<file path="src/rtl/multicycle_ctrl.sv">
// multicycle_ctrl: main control FSM of the multi-cycle RV32I core.
// Sequences FETCH/DECODE/EXEC/MEM/WB and drives the datapath write enables,
// the mux selects and the immediate format select. It also owns the request
// handshake on the shared memory port and a watchdog that traps when a request
// stays unanswered for too long. Control outputs are decoded from the state
// register and from the opcode latched in DECODE.
module multicycle_ctrl #(
  parameter int unsigned CNT_W       = 32,
  parameter int unsigned MEM_TIMEOUT = 255
) (
  input  logic             clk,
  input  logic             rst_n,
  input  logic             start_i,
  input  logic [31:0]      instr_i,
  input  logic             br_taken_i,
  input  logic             mem_ready_i,
  output logic             mem_req_o,
  output logic             mem_we_o,
  output logic             mem_addr_sel_o,
  output logic             ir_we_o,
  output logic             pc_we_o,
  output logic [1:0]       pc_src_o,
  output logic [2:0]       imm_sel_o,
  output logic             alu_src_a_o,
  output logic             alu_src_b_o,
  output logic             rf_we_o,
  output logic [1:0]       wb_sel_o,
  output logic             illegal_o,
  output logic             mem_timeout_o,
  output logic [2:0]       state_o,
  output logic [CNT_W-1:0] retired_o
);

  // Watchdog counter wide enough to hold MEM_TIMEOUT.
  localparam int unsigned      TO_W    = $clog2(MEM_TIMEOUT + 1);
  // Count value meaning "this wait cycle is the MEM_TIMEOUT-th one".
  localparam logic [TO_W-1:0]  TO_LAST = TO_W'(MEM_TIMEOUT - 1);

  // RV32I base opcodes handled by this core.
  localparam logic [6:0] OPC_LOAD   = 7'h03;
  localparam logic [6:0] OPC_OP_IMM = 7'h13;
  localparam logic [6:0] OPC_AUIPC  = 7'h17;
  localparam logic [6:0] OPC_STORE  = 7'h23;
  localparam logic [6:0] OPC_OP     = 7'h33;
  localparam logic [6:0] OPC_LUI    = 7'h37;
  localparam logic [6:0] OPC_BRANCH = 7'h63;
  localparam logic [6:0] OPC_JALR   = 7'h67;
  localparam logic [6:0] OPC_JAL    = 7'h6F;

  localparam logic [2:0] IMM_I = 3'd0;
  localparam logic [2:0] IMM_S = 3'd1;
  localparam logic [2:0] IMM_B = 3'd2;
  localparam logic [2:0] IMM_U = 3'd3;
  localparam logic [2:0] IMM_J = 3'd4;

  localparam logic [1:0] PC_PLUS4 = 2'd0;
  localparam logic [1:0] PC_REL   = 2'd1;
  localparam logic [1:0] PC_JALR  = 2'd2;

  localparam logic [1:0] WB_ALU  = 2'd0;
  localparam logic [1:0] WB_MEM  = 2'd1;
  localparam logic [1:0] WB_LINK = 2'd2;
  localparam logic [1:0] WB_IMM  = 2'd3;

  typedef enum logic [2:0] {
    S_IDLE   = 3'd0,
    S_FETCH  = 3'd1,
    S_DECODE = 3'd2,
    S_EXEC   = 3'd3,
    S_MEM    = 3'd4,
    S_WB     = 3'd5,
    S_TRAP   = 3'd6
  } state_t;

  state_t            state_q, state_d;
  logic [6:0]        opcode_q, opcode_d;
  logic [TO_W-1:0]   to_cnt_q, to_cnt_d;
  logic              illegal_q;
  logic              mem_timeout_q;
  logic [CNT_W-1:0]  retired_q;

  logic              illegal_set_s;
  logic              timeout_set_s;
  logic              retire_s;

  logic              mem_req_s;
  logic              mem_we_s;
  logic              mem_addr_sel_s;
  logic              ir_we_s;
  logic              pc_we_s;
  logic [1:0]        pc_src_s;
  logic [2:0]        imm_sel_s;
  logic              alu_src_a_s;
  logic              alu_src_b_s;
  logic              rf_we_s;
  logic [1:0]        wb_sel_s;

  // Only the opcode field of the IR matters to the controller.
  logic              unused_instr_s;
  assign unused_instr_s = ^instr_i[31:7];

  // True for the nine opcodes this core executes.
  function automatic logic op_legal(input logic [6:0] op);
    logic ok;
    case (op)
      OPC_LOAD, OPC_OP_IMM, OPC_AUIPC, OPC_STORE, OPC_OP,
      OPC_LUI, OPC_BRANCH, OPC_JALR, OPC_JAL: ok = 1'b1;
      default:                                ok = 1'b0;
    endcase
    return ok;
  endfunction

  // Immediate format for an opcode; R-type and unknown opcodes use 0.
  function automatic logic [2:0] op_imm_sel(input logic [6:0] op);
    logic [2:0] sel;
    case (op)
      OPC_OP_IMM, OPC_LOAD, OPC_JALR: sel = IMM_I;
      OPC_STORE:                      sel = IMM_S;
      OPC_BRANCH:                     sel = IMM_B;
      OPC_LUI, OPC_AUIPC:             sel = IMM_U;
      OPC_JAL:                        sel = IMM_J;
      default:                        sel = IMM_I;
    endcase
    return sel;
  endfunction

  // Next-state, watchdog and control-output decode.
  always_comb begin
    state_d        = state_q;
    opcode_d       = opcode_q;
    to_cnt_d       = '0;
    illegal_set_s  = 1'b0;
    timeout_set_s  = 1'b0;
    retire_s       = 1'b0;
    mem_req_s      = 1'b0;
    mem_we_s       = 1'b0;
    mem_addr_sel_s = 1'b0;
    ir_we_s        = 1'b0;
    pc_we_s        = 1'b0;
    pc_src_s       = PC_PLUS4;
    imm_sel_s      = IMM_I;
    alu_src_a_s    = 1'b0;
    alu_src_b_s    = 1'b0;
    rf_we_s        = 1'b0;
    wb_sel_s       = WB_ALU;

    case (state_q)
      S_IDLE: begin
        if (start_i) begin
          state_d = S_FETCH;
        end else begin
          state_d = S_IDLE;
        end
      end

      S_FETCH: begin
        mem_req_s      = 1'b1;
        mem_addr_sel_s = 1'b0;
        if (mem_ready_i) begin
          // IR captures read data and PC advances on the handshake cycle.
          ir_we_s  = 1'b1;
          pc_we_s  = 1'b1;
          pc_src_s = PC_PLUS4;
          state_d  = S_DECODE;
        end else if (to_cnt_q == TO_LAST) begin
          timeout_set_s = 1'b1;
          state_d       = S_TRAP;
        end else begin
          to_cnt_d = to_cnt_q + TO_W'(1);
        end
      end

      S_DECODE: begin
        opcode_d  = instr_i[6:0];
        imm_sel_s = op_imm_sel(instr_i[6:0]);
        if (op_legal(instr_i[6:0])) begin
          state_d = S_EXEC;
        end else begin
          illegal_set_s = 1'b1;
          state_d       = S_TRAP;
        end
      end

      S_EXEC: begin
        imm_sel_s = op_imm_sel(opcode_q);
        case (opcode_q)
          OPC_OP: begin
            state_d = S_WB;
          end
          OPC_OP_IMM: begin
            alu_src_b_s = 1'b1;
            state_d     = S_WB;
          end
          OPC_LOAD, OPC_STORE: begin
            alu_src_b_s = 1'b1;
            state_d     = S_MEM;
          end
          OPC_AUIPC: begin
            alu_src_a_s = 1'b1;
            alu_src_b_s = 1'b1;
            state_d     = S_WB;
          end
          OPC_LUI: begin
            state_d = S_WB;
          end
          OPC_BRANCH: begin
            // Branch retires here: no memory or writeback phase.
            pc_we_s  = br_taken_i;
            pc_src_s = PC_REL;
            retire_s = 1'b1;
            state_d  = S_FETCH;
          end
          OPC_JAL: begin
            pc_we_s  = 1'b1;
            pc_src_s = PC_REL;
            state_d  = S_WB;
          end
          OPC_JALR: begin
            pc_we_s  = 1'b1;
            pc_src_s = PC_JALR;
            state_d  = S_WB;
          end
          default: begin
            // Unreachable: DECODE only admits legal opcodes.
            state_d = S_TRAP;
          end
        endcase
      end

      S_MEM: begin
        mem_req_s      = 1'b1;
        mem_addr_sel_s = 1'b1;
        mem_we_s       = (opcode_q == OPC_STORE);
        imm_sel_s      = op_imm_sel(opcode_q);
        if (mem_ready_i) begin
          if (opcode_q == OPC_STORE) begin
            retire_s = 1'b1;
            state_d  = S_FETCH;
          end else begin
            state_d = S_WB;
          end
        end else if (to_cnt_q == TO_LAST) begin
          timeout_set_s = 1'b1;
          state_d       = S_TRAP;
        end else begin
          to_cnt_d = to_cnt_q + TO_W'(1);
        end
      end

      S_WB: begin
        rf_we_s   = 1'b1;
        imm_sel_s = op_imm_sel(opcode_q);
        case (opcode_q)
          OPC_LOAD:          wb_sel_s = WB_MEM;
          OPC_JAL, OPC_JALR: wb_sel_s = WB_LINK;
          OPC_LUI:           wb_sel_s = WB_IMM;
          default:           wb_sel_s = WB_ALU;
        endcase
        retire_s = 1'b1;
        state_d  = S_FETCH;
      end

      S_TRAP: begin
        state_d = S_TRAP;
      end

      default: begin
        state_d = S_TRAP;
      end
    endcase
  end

  // State, opcode, watchdog, sticky flags and retire counter; sync reset.
  always_ff @(posedge clk) begin
    if (!rst_n) begin
      state_q       <= S_IDLE;
      opcode_q      <= 7'h00;
      to_cnt_q      <= '0;
      illegal_q     <= 1'b0;
      mem_timeout_q <= 1'b0;
      retired_q     <= '0;
    end else begin
      state_q       <= state_d;
      opcode_q      <= opcode_d;
      to_cnt_q      <= to_cnt_d;
      illegal_q     <= illegal_q | illegal_set_s;
      mem_timeout_q <= mem_timeout_q | timeout_set_s;
      if (retire_s) begin
        retired_q <= retired_q + CNT_W'(1);
      end else begin
        retired_q <= retired_q;
      end
    end
  end

  assign mem_req_o      = mem_req_s;
  assign mem_we_o       = mem_we_s;
  assign mem_addr_sel_o = mem_addr_sel_s;
  assign ir_we_o        = ir_we_s;
  assign pc_we_o        = pc_we_s;
  assign pc_src_o       = pc_src_s;
  assign imm_sel_o      = imm_sel_s;
  assign alu_src_a_o    = alu_src_a_s;
  assign alu_src_b_o    = alu_src_b_s;
  assign rf_we_o        = rf_we_s;
  assign wb_sel_o       = wb_sel_s;
  assign illegal_o      = illegal_q;
  assign mem_timeout_o  = mem_timeout_q;
  assign state_o        = state_q;
  assign retired_o      = retired_q;

endmodule
</file>
<file path="config.mk">
export PLATFORM = sky130hd
export DESIGN_NAME = multicycle_ctrl
export DESIGN_NICKNAME = d
export VERILOG_FILES = /design/src/rtl/multicycle_ctrl.sv
export SDC_FILE = /design/constraint.sdc
export NUM_CORES = 1
export LEC_CHECK = 0
export ABC_AREA = 1
export BUFFER_PORTS_ARGS = -buffer_cell sky130_fd_sc_hd__buf_2
export CORE_MARGIN = 1
export CORE_UTILIZATION = 25
export CTS_CLUSTER_SIZE = 24
export DETAILED_ROUTE_END_ITERATION = 10
export GPL_TIMING_DRIVEN = 0
export HOLD_SLACK_MARGIN = 0.1
export MAX_ROUTING_LAYER = met4
export SYNTH_ARGS = -nofsm -noshare
export SYNTH_HDL_FRONTEND = slang
export SYNTH_SLANG_ARGS = --single-unit
</file>
<file path="constraint.sdc">
create_clock -name clk -period 2.91 [get_ports clk]
set_input_delay 0 -clock clk [delete_from_list [all_inputs] [get_ports clk]]
set_output_delay 0 -clock clk [all_outputs]
set_load 0.005 [all_outputs]
</file>
==> results.yml <==
timing:
  whs_ns: 0.116
  tightestPinTransition_ns: 0.607
  setup_viol: 0
  final.setup.tns_ns: 0
  post-route-min-period_ns: 1.83
  final-hold-violation-count: 0
  setup_ws_ns: 1.08
  slew_viol_final: 0
  clock.fmax_ghz: 0.545
  skew_ns: 0.00745
  rsz0062_at_grt: "false"
  relSlewSlack_pct: 59.5
  finalCritPeriodShare_pct: 63.0
global_route:
  grt_first_pass_wirelength_microns: 14900
  grtUsageMet3_pct: 2.58
  grtUsageMet1_pct: 18.6
  grtUsageMet2_pct: 23.4
  grt_usage_pct: 14.7
  grt_overflow_total: 0
  grt_max_degree: 16
  grt_pass1_vias: 3168
  gr-max-usage-layer: "met2"
  antenna_found_initial: 0
routing:
  drt_wl_total_microns: 9130
  num_vias: 3540
  dr.pass1.iters: 5
  routedWlPerCell_microns: 11.5
  drc_errors: 0
  vias_per_cell: 4.47
  ant_nets: 0
  drtIter0Drc: 200
placed_design:
  place_inst: 776
  place.gp.congestion: 0.925
  dp_hpwl_microns: 7160
  io_buffers: 63
  place_ws_ns: 1.08
power_and_ir_drop:
  pwr-share-seq_pct: 44.6
  ir_drop_mv: 0.343
  pwr_density_cell_nw_per_um2: 445
  clock_power_share_pct: 38.4
  combPwrFrac_pct: 17.0
  internal-power_mw: 1.27
  power_mw: 1.77
  leakage_nw: 1.70
  swShare_pct: 28.6
  power.switching_uw: 506
clocking:
  cts_tree: "built"
  clk_root_buffer_cell: "clkbuf_16"
  holdBufCountCts: 8
  cts_max_level: 2
  numCtsBuffers: 5
  ctsLongestPathBuffers: 2
  cts_setup_buffers: 0
  cts.sinks: 52
  cts_resized: 0
  clkTransAtPathRegs_ns: 0.07
  clk_latency_ns: 0.30
layout:
  fill_cells: 1427
  drive_gt1_share_pct: 14.5
  area_growth_pct: 24.1
  final_nets: 659
  register_area_sq_um: 1040
  multi_input_area_sq_um: 1920
  fin_cells: 792
  num_antenna_cells: 0
synth:
  syn_nets: 581
  yosysMostFrequentCell: "nand2_1"
  synth.yosys.seq_area_share_pct: 32.4
  netlist_area_sq_um: 3210
  synth_top_area_share_pct: 32.4
  yosys_warnings: 0
  avgSynthCellArea_sq_um: 5.94
  yosys_most_used_dff: "dfxtp_1"
  async_flop_share_pct: 0
  ys_top_cells_by_count: "176 x nand2_1, 107 x nor2_1, 52 x dfxtp_1, 45 x inv_1, 44 x a21oi_1"
  synth_area_leaders: "dfxtp_1 32%, nand2_1 21%, nor2_1 13%"
  post-synth-top-area-cell: "dfxtp_1"
  syn_inst: 541
  synth-seq-cells: 52
  synth_edf_count: 0
  ys_types: 28
setup_path:
  worstSetupPathType: "reg2reg"
  crit_path_frequent_cell: "nand3_1"
  critical_path_required_ns: 3.11
  cp-start-kind: "flip-flop"
  cp.arrival_ns: 2.03
  crit_path_end: "retired_o[22]"
  r2r-end: "retired_o[22]"
  reg2reg_depth: 8
  rrSetupSlack_ns: 1.08
  crit_chain: "ha_1 -> nand3_1 -> nor2_1 -> nand3_1 -> nor3_1 -> nand3_1 -> nand2_1 -> nor2_1"
  startpoint: "retired_o[0]"
  r2r_start: "retired_o[0]"
  path_depth: 8
  critical_path.top_delay_family: "simple AND/OR/NAND/NOR gates"
  crit_path_end_kind: "flip-flop"
  cp_num_buf_inv: 0
  max_stage_delay_ns: 0.47
  crit_fanout: 7
  critPathSlowestCell: "dfxtp_1"
floorplan:
  pin_count: 89
  core_area_sq_um: 12600
  die-area_sq_um: 13300
  dieHeight_microns: 115
  rows: 41
  start_util_pct: 25.6
  die_w_microns: 115
worst_hold_path:
  hold_start: "rst_n"
  hp-class: "in2reg"
run_status:
  outcome: "finished clean"
flow_run:
  maxCapViolCount: 0
==> routing by layer <==
metal,wire [microns],vias up
met5,0,-
met4,161,0
met3,545,11
met2,4020,107
met1,4410,1551
li1,-,1871
==> cell type report <==
type,instances,share of cell area (%)
Multi-Input combinational cell,428,48.1
Clock inverter,2,0.879
Inverter,50,4.71
Tap cell,172,5.40
Clock buffer,6,3.23
Sequential cell,52,26.1
Timing Repair Buffer,71,9.92
Buffer,11,1.66
==> through the flow <==
step / area [sq um] / utilization, %
finish: 3990 / 31.7
global route: 3990 / 31.7
CTS: 3990 / 31.7
detailed placement: 3740 / 29.8
global placement: 3740 / 29.8
floorplan: 3210 / -
==> layout by cell type, fill, tap and decap left out, drive strengths merged, types with 2 or more instances in the layout <==
| cell | Yosys | final |
|---|---|---|
| nand3b | 3 | 3 |
| xnor2 | 3 | 3 |
| o21ai | 15 | 15 |
| nand3 | 42 | 42 |
| ha | 3 | 3 |
| a21oi | 44 | 44 |
| nor3 | 7 | 7 |
| nand2 | 179 | 179 |
| o22ai | 2 | 2 |
| inv | 50 | 50 |
| clkbuf | 4 | 10 |
| nand4 | 5 | 5 |
| nor2 | 110 | 110 |
| dfxtp | 52 | 52 |
| buf | 7 | 70 |
| xor2 | 11 | 11 |
| dlygate4sd3 | 0 | 8 |
==> cell families after synthesis <==
family | synth area share [%]
compound gates | 10.1
flops | 32.4
simple gates | 44.6
fa+ha+maj | 1.17
buf+inv | 7.91
xor+xnor | 3.82
==> state kept, by name, indices dropped and copies added, names as in the netlist <==
signal,cells
retired_o,32
to_cnt_q,8
opcode_q,7
state_o,3
illegal_o,1
mem_timeout_o,1
==> worst reg2reg max path, cell delays in order (launching register included) <==
cell and delay, ns:
dfxtp_1 0.47, ha_1 0.30, nand3_1 0.12, nor2_1 0.23
nand3_1 0.14, nor3_1 0.25, nand3_1 0.11, nand2_1 0.07
nor2_1 0.04
==> power by group through the flow <==
stage	clock, mW	combinational [mW]	sequential [mW]
2_1_floorplan	0	0.199	0.798
6_report	0.680	0.301	0.791
3_3_place_gp	0	0.291	0.808
3_5_place_dp	0	0.293	0.806
5_1_grt	0.726	0.341	0.797
4_1_cts	0.701	0.301	0.790
==> how the worst min path moves through the flow <==
stage	to	slack, ns	cells after the start
floorplan	pc_we_o	0.14	2
global placement	opcode_q[1]	0.29	3
detailed placement	opcode_q[1]	0.30	3
CTS	state_o[2]	0.12	3
global route	retired_o[13]	0.14	3
finish	state_o[2]	0.12	3
Note: power is estimated with default switching activity, not from simulation.
